## config.mk

```make
export PLATFORM = sky130hd
export DESIGN_NAME = shift_arb_seq
export DESIGN_NICKNAME = d
export VERILOG_FILES = /design/src/rtl/shift_arb_seq.sv
export SDC_FILE = /design/constraint.sdc
export NUM_CORES = 1
export LEC_CHECK = 0
export BUFFER_PORTS_ARGS = -buffer_cell sky130_fd_sc_hd__buf_2
export CORE_ASPECT_RATIO = 1.1
export CORE_UTILIZATION = 45
export CTS_CLUSTER_SIZE = 14
export DETAILED_ROUTE_END_ITERATION = 12
export PLACE_DENSITY = 0.74
export SLEW_MARGIN = 20
export SYNTH_ARGS = -nofsm -noshare
export SYNTH_HDL_FRONTEND = slang
export SYNTH_SLANG_ARGS = --single-unit
```

## constraint.sdc

```tcl
create_clock -name clk -period 1.9 [get_ports clk]
set_clock_uncertainty 0.15 [all_clocks]
set_input_delay 0.57 -clock clk [delete_from_list [all_inputs] [get_ports clk]]
set_output_delay 0.57 -clock clk [all_outputs]
set_load 0.02 [all_outputs]
```

## src/rtl/shift_arb_seq.sv

```systemverilog
// shift_arb_seq: round-robin two-port arbiter feeding an iterative 4-bit right shifter.
// Shifts at most MAXSTEP positions per cycle; the result is held until the consumer takes it.
module shift_arb_seq #(
    parameter int DW      = 4,
    parameter int AW      = 3,
    parameter int MAXSTEP = 3
) (
    input  logic          clk,
    input  logic          rst,
    input  logic          req0_valid,
    output logic          req0_ready,
    input  logic [DW-1:0] req0_data,
    input  logic [AW-1:0] req0_amt,
    input  logic          req0_arith,
    input  logic          req1_valid,
    output logic          req1_ready,
    input  logic [DW-1:0] req1_data,
    input  logic [AW-1:0] req1_amt,
    input  logic          req1_arith,
    output logic          res_valid,
    input  logic          res_ready,
    output logic [DW-1:0] res_data,
    output logic          res_id,
    output logic          busy
);
    typedef enum logic [1:0] {IDLE, SHIFT, DONE} state_t;

    state_t               r_state;
    state_t               w_next;
    logic [DW-1:0]        r_data;
    logic [AW-1:0]        r_rem;
    logic                 r_arith;
    logic                 r_id;
    logic                 r_last;
    logic                 w_gnt0;
    logic                 w_gnt1;
    logic                 w_acc;
    logic [AW-1:0]        w_amt;
    logic [AW-1:0]        w_step;
    logic signed [DW-1:0] w_sra;
    logic [DW-1:0]        w_shifted;

    // r_last remembers the most recent grant; a tie goes to the other port
    always_comb begin
        w_gnt1     = req1_valid & (~req0_valid | ~r_last);
        w_gnt0     = req0_valid & ~w_gnt1;
        req0_ready = (r_state == IDLE) & w_gnt0;
        req1_ready = (r_state == IDLE) & w_gnt1;
        w_acc      = req0_ready | req1_ready;
        w_amt      = w_gnt1 ? req1_amt : req0_amt;
        w_step     = (r_rem > AW'(MAXSTEP)) ? AW'(MAXSTEP) : r_rem;
        w_sra      = $signed(r_data) >>> w_step;
        w_shifted  = r_arith ? w_sra : (r_data >> w_step);
        res_valid  = r_state == DONE;
        res_data   = r_data;
        res_id     = r_id;
        busy       = r_state != IDLE;
    end

    always_comb begin
        w_next = r_state;
        case (r_state)
            IDLE:    w_next = w_acc ? ((w_amt != '0) ? SHIFT : DONE) : IDLE;
            SHIFT:   w_next = (r_rem == w_step) ? DONE : SHIFT;
            DONE:    w_next = res_ready ? IDLE : DONE;
            default: w_next = IDLE;
        endcase
    end

    always_ff @(posedge clk) begin
        if (rst) begin
            r_state <= IDLE;
            r_data  <= '0;
            r_rem   <= '0;
            r_arith <= 1'b0;
            r_id    <= 1'b0;
            r_last  <= 1'b1;
        end else begin
            r_state <= w_next;
            if (w_acc) begin
                r_data  <= w_gnt1 ? req1_data : req0_data;
                r_rem   <= w_amt;
                r_arith <= w_gnt1 ? req1_arith : req0_arith;
                r_id    <= w_gnt1;
                r_last  <= w_gnt1;
            end else if (r_state == SHIFT) begin
                r_data <= w_shifted;
                r_rem  <= r_rem - w_step;
            end
        end
    end
endmodule

```

# After elaboration in Yosys (flattened, before gate mapping)
# Cells that the tools add are included.
dict set report op_classes {
  n_addsub 1
  n_lt_le_gt_ge 1
  n_eq_ne 3
  shift 2
  n_mux 14
  n_bitwise 9
  n_reduce_logical 4
}
# op count
set ops {}
lappend ops {{$mux W4} 4}
lappend ops {{$mux W3} 4}
lappend ops {{$mux W2} 4}
lappend ops {{$pmux W2 S3} 1}
lappend ops {{$and A1 B1 Y1} 4}
lappend ops {{$reduce_bool A2 Y1} 2}
lappend ops {{$shr A4 B3 Y4} 1}
lappend ops {{$sshr A4 B3 Y4} 1}
lappend ops {{$eq A3 B3 Y1} 1}
lappend ops {{$gt A3 B2 Y1 const B} 1}
lappend ops {{$not A1 Y1} 3}
lappend ops {{$reduce_bool A3 Y1} 1}
lappend ops {{$sub A3 B3 Y3} 1}
lappend ops {{$eq A2 B1 Y1 const B} 1}
lappend ops {{$eq A2 B2 Y1 const B} 1}
lappend ops {{$logic_not A2 Y1} 1}
lappend ops {{$or A1 B1 Y1} 2}
lappend ops {{$mux W1} 1}
dict set report word_totals {
  ff_bits 12
  input_bits 21
  output_inout_bits 9
  wordCells 40
}

# Longest topological paths before layout
# Gate-level depths: netlist (run 1).
dict set report logic_depth {
  ltp_word 9
  depth_mapped 7
  mapped_depth_nobuf 6
}

# Worst setup path before layout (run 1)
# Ideal clock, no wire load.
dict set report synth_timing {
  path_type {input port to output port}
  start {input port req1_valid}
  end {output port req0_ready}
  t_arrival_ns 1.153
  required_ns 1.180
  setup_slack_ns 0.027
  cell_stages 3
  path_buffers 1
  cell_sequence {a21boi_4 buf_6 nor2_1}
}
dict set report synth_via {
  elab_chain_cells 4
}
# item line_no
set synth_lines {}
lappend synth_lines {{from (decl)} 15} ;# input logic req1_valid,
lappend synth_lines {{$and A1 B1 Y1} 45} ;# w_gnt1 = req1_valid & (~req0_valid | ~r_last);
lappend synth_lines {{$not A1 Y1} 46} ;# w_gnt0 = req0_valid & ~w_gnt1;
lappend synth_lines {{$and A1 B1 Y1} 46}
lappend synth_lines {{$and A1 B1 Y1} 47} ;# req0_ready = (r_state == IDLE) & w_gnt0;
lappend synth_lines {{to (decl)} 11} ;# output logic req0_ready,
# Every way passes these cells.

# Final worst setup path (run 1)
dict set report layout_timing {
  start {input port req1_valid}
  end {output port req1_ready}
}
dict set report layout_via {
  elab_chain_cells 2
}
# item line_no
set layout_lines {}
lappend layout_lines {{$and A1 B1 Y1} 45}
lappend layout_lines {{$and A1 B1 Y1} 48} ;# req1_ready = (r_state == IDLE) & w_gnt1;
lappend layout_lines {{to (decl)} 16} ;# output logic req1_ready,
# Every way passes these cells.

==> results of run 1 <==
critical path: stages:
cell and delay, ns:
buf_2 0.10, a21boi_4 0.14, and2_2 0.20, buf_4 0.15
through the flow:
| stage | setup TNS (ns) | hold WS (ns) |
|---|---|---|
| final | 0 | 0.339 |
| after global routing | -0.000815 | 0.389 |
| after CTS | 0 | 0.335 |
| after detailed placement | -0.0351 | 0.317 |
| after global placement | 0 | 0.326 |
| after floorplan | 0 | 0.349 |
metal layers:
layer / global-route usage (%) / vias up / wire length, um
met4: 8.13 / 0 / 31
met2: 35.8 / 36 / 997
met5: 0 / - / 0
met3: 2.69 / 5 / 111
li1: - / 431 / -
met1: 26.2 / 388 / 814
state kept, by name, summed over array words and instances (netlist names):
register,flops
r_arith,1
r_last,1
r_rem,3
r_state,2
res_data,4
res_id,1
logic make-up (layout without fill, tap and decap cells):
logic type,count (synthesis),count (layout),share of synthesized area (%)
mux,11,11,13.4
buf+inv,10,45,6.25
fa+ha+maj,1,1,1.52
flops,12,12,29.3
compound gates,27,27,25.8
simple gates,36,36,23.8
what timing repair did:
action                                  in CTS  in global routing
gates resized for setup                      4                  4
endpoints found under the setup margin       2                  3
pin swaps                                    2                  1
buffers inserted                             1                  1
hold buffers                                 0                  0
layout by cell type, fill, tap and decap left out, types with 2 or more instances in the layout:
| master | instances |
|---|---|
| nor4_1 | 2 |
| a211oi_1 | 9 |
| clkbuf_4 | 3 |
| mux2i_1 | 11 |
| o21a_1 | 2 |
| nor2_1 | 9 |
| nor2b_1 | 3 |
| dfxtp_1 | 10 |
| a21oi_1 | 5 |
| inv_1 | 4 |
| nand2b_1 | 4 |
| and2b_2 | 2 |
| or3_1 | 2 |
| nor3b_1 | 2 |
| buf_2 | 27 |
| buf_4 | 10 |
| nor3_1 | 7 |
| o21ai_0 | 2 |
worst paths after layout:
check	endpoint	slack [ns]	depth (start not counted)
worst min-delay path	res_id	0.34	2
worst max register to register	r_rem[2]	0.25	6
worst max-delay path	req1_ready	0.009	4
worst min register to register	res_id	0.34	2
power by group through the flow:
stage                     combinational (mW)  sequential, mW  clock (mW)
after floorplan                        0.327           0.372           0
after global placement                 0.431           0.383           0
after detailed placement               0.441           0.384           0
after CTS                              0.454           0.383       0.208
after global routing                   0.518           0.396       0.215
final                                  0.469           0.386       0.207
final cells by class:
class	count	area (sq um)	share of cell area (%)
Sequential cell	12	245	23.0
Tap cell	17	21.3	1.99
Timing Repair Buffer	37	210	19.7
Inverter	4	15.0	1.41
Multi-Input combinational cell	75	539	50.5
Clock buffer	4	36.3	3.40
==> out/results.tsv, run 1 <==
stage	metric	value	unit
floorplan	Initial Util	50.3	%
grt	vias in the first global route	762	
power	Internal	0.647	mW
sta	worst setup slack after layout	0.00920	ns
synth	Yosys top cell area share	29.3	%
power	sw power	0.416	mW
cells_and_area	fill count	152	
routing	average vias per placed instance	5.77	
sta	final setup fails	0	
routing	1st-iter DRT viols	21	
place	Placer Congestion	0.788	
synth	Post-synth top flop	dfxtp_1	
run	max_cap viols	0	
cells_and_area	final core utilization	65.4	%
clock_network	clock root buffer master	clkbuf_4	
worst_hold_path	Worst Hold Class	flip-flop to flip-flop	
grt	pin count of the biggest net entering global routing	14	
synth	Post-synth ARST share	0	%
sta	Period minus WS final	1.89	ns
clock_network	CTS Buf Count	3	
worst_setup_path	worst path arrival time	1.17	ns
synth	top post-synthesis cells by count	dfxtp_1 (12), mux2i_1 (11), nor2_1 (10)	
sta	slew margin rel.	73.3	%
routing	Pre-antenna DRT Iters	4	
power	sequential power share	36.4	%
synth	most numerous cell in the Yosys netlist	dfxtp_1	
sta	Final Max Slew Viols	0	
routing	Wirelength per Cell	13.1	um
synth	cell area after synthesis	821	sq um
worst_setup_path	worst r2r src	r_rem[2]	
power	power per cell area	996	mW/mm^2
worst_setup_path	worst setup path start	req1_valid	
cells_and_area	# diodes	0	
power	Clk pwr share	19.5	%
cells_and_area	Non-Filler Instances	149	
cells_and_area	# nets final	155	
synth	Ys Warns	0	
synth	top area cells in the synthesized netlist	dfxtp_1 (29%), mux2i_1 (13%), a211oi_1 (8.2%)	
power	sw frac	39.1	%
floorplan	# IOs	30	
grt	antenna violations before repair	0	
worst_setup_path	CP Class	input pin to primary output	
synth	sequential share of the synthesized area	29.3	%
clock_network	insertion delay to the later sink of the worst-skew pair	0.28	ns
synth	Post-synth EDFFs	0	
run_status	status	completed	
grt	GR Util All Layers	20.5	%
floorplan	floorplan row count	15	
synth	leading area contributor after synthesis	dfxtp_1	
floorplan	Die Span Y	46.8	um
routing	WL final	1.95	mm
synth	syn_nets	119	
grt	final global-route overflow total	0	
clock_network	Clock Path Buffers	2	
sta	RSZ-0062 raised after global routing	true	
floorplan	die area	0.00200	sq mm
floorplan	core region area	0.00163	sq mm
synth	Post-Synthesis Cells	97	
grt	first-pass GRT wire length	3.10	mm
power	Gate power share	44.1	%
cells_and_area	Syn-to-layout area delta	30.0	%
cells_and_area	Design Area, Final	0.00107	sq mm
synth	Seq cells post-synth	12	
clock_network	Clock transition at path regs	0.08	ns
routing	DRC viols	0	
place	# port buffers	29	
sta	fin crit share	99.5	%
worst_setup_path	Setup crit end kind	primary output	
clock_network	CTS Sinks	12	
floorplan	Die X	42.7	um
power	Worst VDD drop	0.617	mV
worst_setup_path	Req. time, crit path	1.18	ns
worst_setup_path	CP startpoint kind	input pin	
routing	via count	860	
clock_network	# H-tree levels	1	
sta	Worst-Margin Slew	0.399	ns
worst_setup_path	crit path max fanout	3	
cells_and_area	share of layout cells above drive strength 1	38.6	%
place	placed cell area	996	sq um
synth	Syn Area/Cell	8.46	sq um
sta	f_max	529	MHz
power	total power draw	1.06	mW
place	Detail Placement HPWL	1.41	mm
sta	Hold Vio Cnt, Final	0	
power	Leak	0.486	nW
place	pre-CTS setup slack	-0.0351	ns
place	placed insts	143	
routing	DRT antenna net count	0	
clock_network	CTS tree	built	
synth	Unique masters post-synth	30	
worst_hold_path	Hold Startpoint	res_id	
(Power assumes the default switching activity.)
==> run 2, diff against run 1 <==
--- a/config.mk
+++ b/config.mk
@@ -5,12 +5,13 @@
 export SDC_FILE = /design/constraint.sdc
 export NUM_CORES = 1
 export LEC_CHECK = 0
+export ABC_AREA = 1
 export BUFFER_PORTS_ARGS = -buffer_cell sky130_fd_sc_hd__buf_2
 export CORE_ASPECT_RATIO = 1.1
 export CORE_UTILIZATION = 45
 export CTS_CLUSTER_SIZE = 14
 export DETAILED_ROUTE_END_ITERATION = 12
-export PLACE_DENSITY = 0.74
+export PLACE_DENSITY = 0.73
 export SLEW_MARGIN = 20
 export SYNTH_ARGS = -nofsm -noshare
 export SYNTH_HDL_FRONTEND = slang
==> out/results.tsv, run 2 <==
stage	metric	value	unit	change
run_status	status	completed		
synth	Ys Warns	0		unchanged
place	placed cell area	0.00104	sq mm	+4.6%
sta	Worst-Margin Slew	0.438	ns	+0.0384 ns
cells_and_area	Design Area, Final	0.00110	sq mm	+3.4%
synth	Yosys top cell area share	27.9	%	-1.4 points
place	Detail Placement HPWL	1.52	mm	+7.7%
worst_setup_path	r2r endpoint	res_data[3]		
grt	first-pass GRT wire length	3.15	mm	+1.8%
synth	Syn Area/Cell	6.24	sq um	-26%
cells_and_area	Syn-to-layout area delta	28.2	%	
synth	syn_nets	160		+34%
power	sequential power share	31.4	%	-5.0 points
power	Gate power share	50.7	%	+6.6 points
grt	pin count of the biggest net entering global routing	14		unchanged
worst_setup_path	CP startpoint kind	flip-flop		
routing	average vias per placed instance	4.89		-15%
sta	fin crit share	96.5	%	-3.0 points
power	Leak	0.593	nW	+22%
grt	vias in the first global route	786		+3.1%
floorplan	die area	0.00209	sq mm	+4.7%
clock_network	# H-tree levels	1		unchanged
routing	DRT antenna net count	0		unchanged
grt	met2 Usage GRT	34.3	%	-1.4 points
clock_network	insertion delay to the later sink of the worst-skew pair	0.27	ns	about the same
synth	Seq cells post-synth	12		unchanged
grt	final global-route overflow total	0		unchanged
worst_setup_path	Worst R2R Setup Slack	0.36	ns	+0.11 ns
floorplan	# IOs	30		unchanged
synth	leading area contributor after synthesis	dfxtp_1		
synth	sequential share of the synthesized area	27.9	%	-1.4 points
synth	Post-synth ARST share	0	%	unchanged
grt	GRT met1 Usage	26.1	%	-0.12 points
cells_and_area	commonest non-fill, non-tap cell in the layout	nand2_1		
sta	Hold Vio Cnt, Final	0		unchanged
routing	DRC viols	0		unchanged
sta	Period minus WS final	1.83	ns	-0.0576 ns
worst_setup_path	Reg2Reg Depth	10		+4
worst_setup_path	CP Class	flip-flop to primary output		
floorplan	core region area	0.00178	sq mm	+9.1%
grt	met3 GRT Util	2.64	%	-0.051 points
power	power per cell area	1040	mW/mm^2	+5.0%
grt	GR Util All Layers	20.3	%	-0.17 points
power	sw power	0.504	mW	+21%
synth	Post-synth top flop	dfxtp_1		
cells_and_area	sequential standard cell area	241	sq um	-1.5%
sta	f_max	545	MHz	+3.1%
synth	Unique masters post-synth	25		-17%
worst_setup_path	Req. time, crit path	1.18	ns	about the same
grt	antenna violations before repair	0		unchanged
sta	Final Max Slew Viols	0		unchanged
clock_network	Clock Path Buffers	2		unchanged
power	sw frac	43.7	%	+4.6 points
worst_setup_path	worst setup path start	r_state[0]		
routing	Pre-antenna DRT Iters	4		unchanged
worst_setup_path	worst path arrival time	1.11	ns	-0.06 ns
worst_setup_path	worst r2r src	r_state[0]		
clock_network	CTS Sinks	12		unchanged
clock_network	CTS Buf Count	3		unchanged
cells_and_area	most frequent cells in the layout	nand2_1 (36), buf_2 (27), inv_1 (22), nand3_1 (14), nor2_1 (12)		
cells_and_area	# nets final	198		+28%
worst_setup_path	Setup crit end kind	primary output		
floorplan	Die X	43.7	um	+2.3%
worst_hold_path	Worst Hold Class	flip-flop to flip-flop		
cells_and_area	fill count	170		+12%
worst_setup_path	Setup crit end	req1_ready		
cells_and_area	multi-input combinational cell area	518	sq um	-3.9%
synth	top post-synthesis cells by count	nand2_1 (36), inv_1 (22), nand3_1 (14)		
synth	Post-Synthesis Cells	138		+42%
sta	slew margin rel.	70.7	%	-2.6 points
clock_network	CTS tree	built		
routing	Wirelength per Cell	9.98	um	-24%
sta	final setup fails	0		unchanged
place	Placer Congestion	0.839		+6.5%
grt	GRT Max-Usage Layer	met2		
power	Internal	0.650	mW	+0.40%
place	# port buffers	29		unchanged
clock_network	Clock transition at path regs	0.08	ns	about the same
synth	cell area after synthesis	861	sq um	+4.9%
floorplan	Initial Util	48.3	%	-2.0 points
cells_and_area	# diodes	0		unchanged
power	Worst VDD drop	0.515	mV	-17%
cells_and_area	share of layout cells above drive strength 1	30.3	%	-8.4 points
routing	via count	943		+9.7%
worst_setup_path	crit path max fanout	3		unchanged
cells_and_area	final core utilization	61.9	%	-3.4 points
synth	most numerous cell in the Yosys netlist	nand2_1		
synth	Post-synth EDFFs	0		unchanged
synth	top area cells in the synthesized netlist	dfxtp_1 (28%), nand2_1 (16%), inv_1 (9.6%)		
routing	1st-iter DRT viols	11		-48%
power	Clk pwr share	17.9	%	-1.6 points
clock_network	clock root buffer master	clkbuf_4		
run	max_cap viols	0		unchanged
routing	WL final	1.93	mm	-1.4%
floorplan	Die Span Y	47.9	um	+2.3%
floorplan	floorplan row count	16		+1
cells_and_area	max reg flops	4		unchanged
==> run 2: timing repair <==
item | 4_1_cts | 5_1_grt
hold buffers | 0 | 0
setup buffers | 0 | 2
gates resized for setup | 0 | 4
endpoints found under the setup margin | 0 | 1
==> run 2: worst min path at each step <==
stage | cells after the start | startpoint | slack [ns] | end
after floorplan | 2 | r_rem[0] | 0.31 | r_rem[0]
after global placement | 2 | res_id | 0.30 | res_id
after detailed placement | 2 | res_id | 0.32 | res_id
after CTS | 2 | res_id | 0.34 | res_id
after global routing | 2 | res_id | 0.35 | res_id
final | 2 | res_id | 0.33 | res_id
==> run 2: power groups by stage <==
stage	registers [mW]	logic (mW)	clock network, mW
2_1_floorplan	0.391	0.387	0
3_3_place_gp	0.364	0.545	0
3_5_place_dp	0.365	0.554	0
4_1_cts	0.360	0.558	0.212
5_1_grt	0.369	0.659	0.221
6_report	0.362	0.585	0.206
==> run 2: stage by stage <==
step                      total power, mW  setup WS, ns  std cells  setup TNS [ns]  hold WS [ns]
after floorplan                     0.778        0.0767        138               0         0.313
after global placement              0.909         0.127        187               0         0.298
after detailed placement            0.919         0.113        187               0         0.321
after CTS                            1.13        0.0193        191               0         0.335
after global routing                 1.25      -0.00124        193        -0.00124         0.355
final                                1.15        0.0668        193               0         0.334
==> run 2: final cells by class <==
cell class	instances	share of cell area, %
multi-input cells	100	46.9
well taps	18	2.04
flip-flops and latches	12	21.9
repair buffers	35	17.7
clock buffers	4	3.29
inverters	24	8.16
==> run 2: per-layer routing <==
| metal | share of wire (%) | vias to the layer above |
|---|---|---|
| met5 | 0 | - |
| met4 | 0.99 | 0 |
| met3 | 4.1 | 2 |
| met2 | 47 | 27 |
| met1 | 47 | 398 |
| li1 | - | 516 |
==> run 2: critical path, stage by stage, from the launching register on <==
cell and delay, ns:
dfxtp_2 0.35, nor2_4 0.13, buf_4 0.13, nand3_4 0.05, inv_1 0.05, buf_4 0.13
==> run 2: logic make-up after synthesis <==
kind of cell / after synthesis / share of synthesized area, %
AOI/OAI and AO/OA: 24 / 15.4
adders and majority gates: 1 / 1.45
buffers and inverters: 26 / 12.4
DFF: 12 / 27.9
and+or+nand+nor: 75 / 42.9
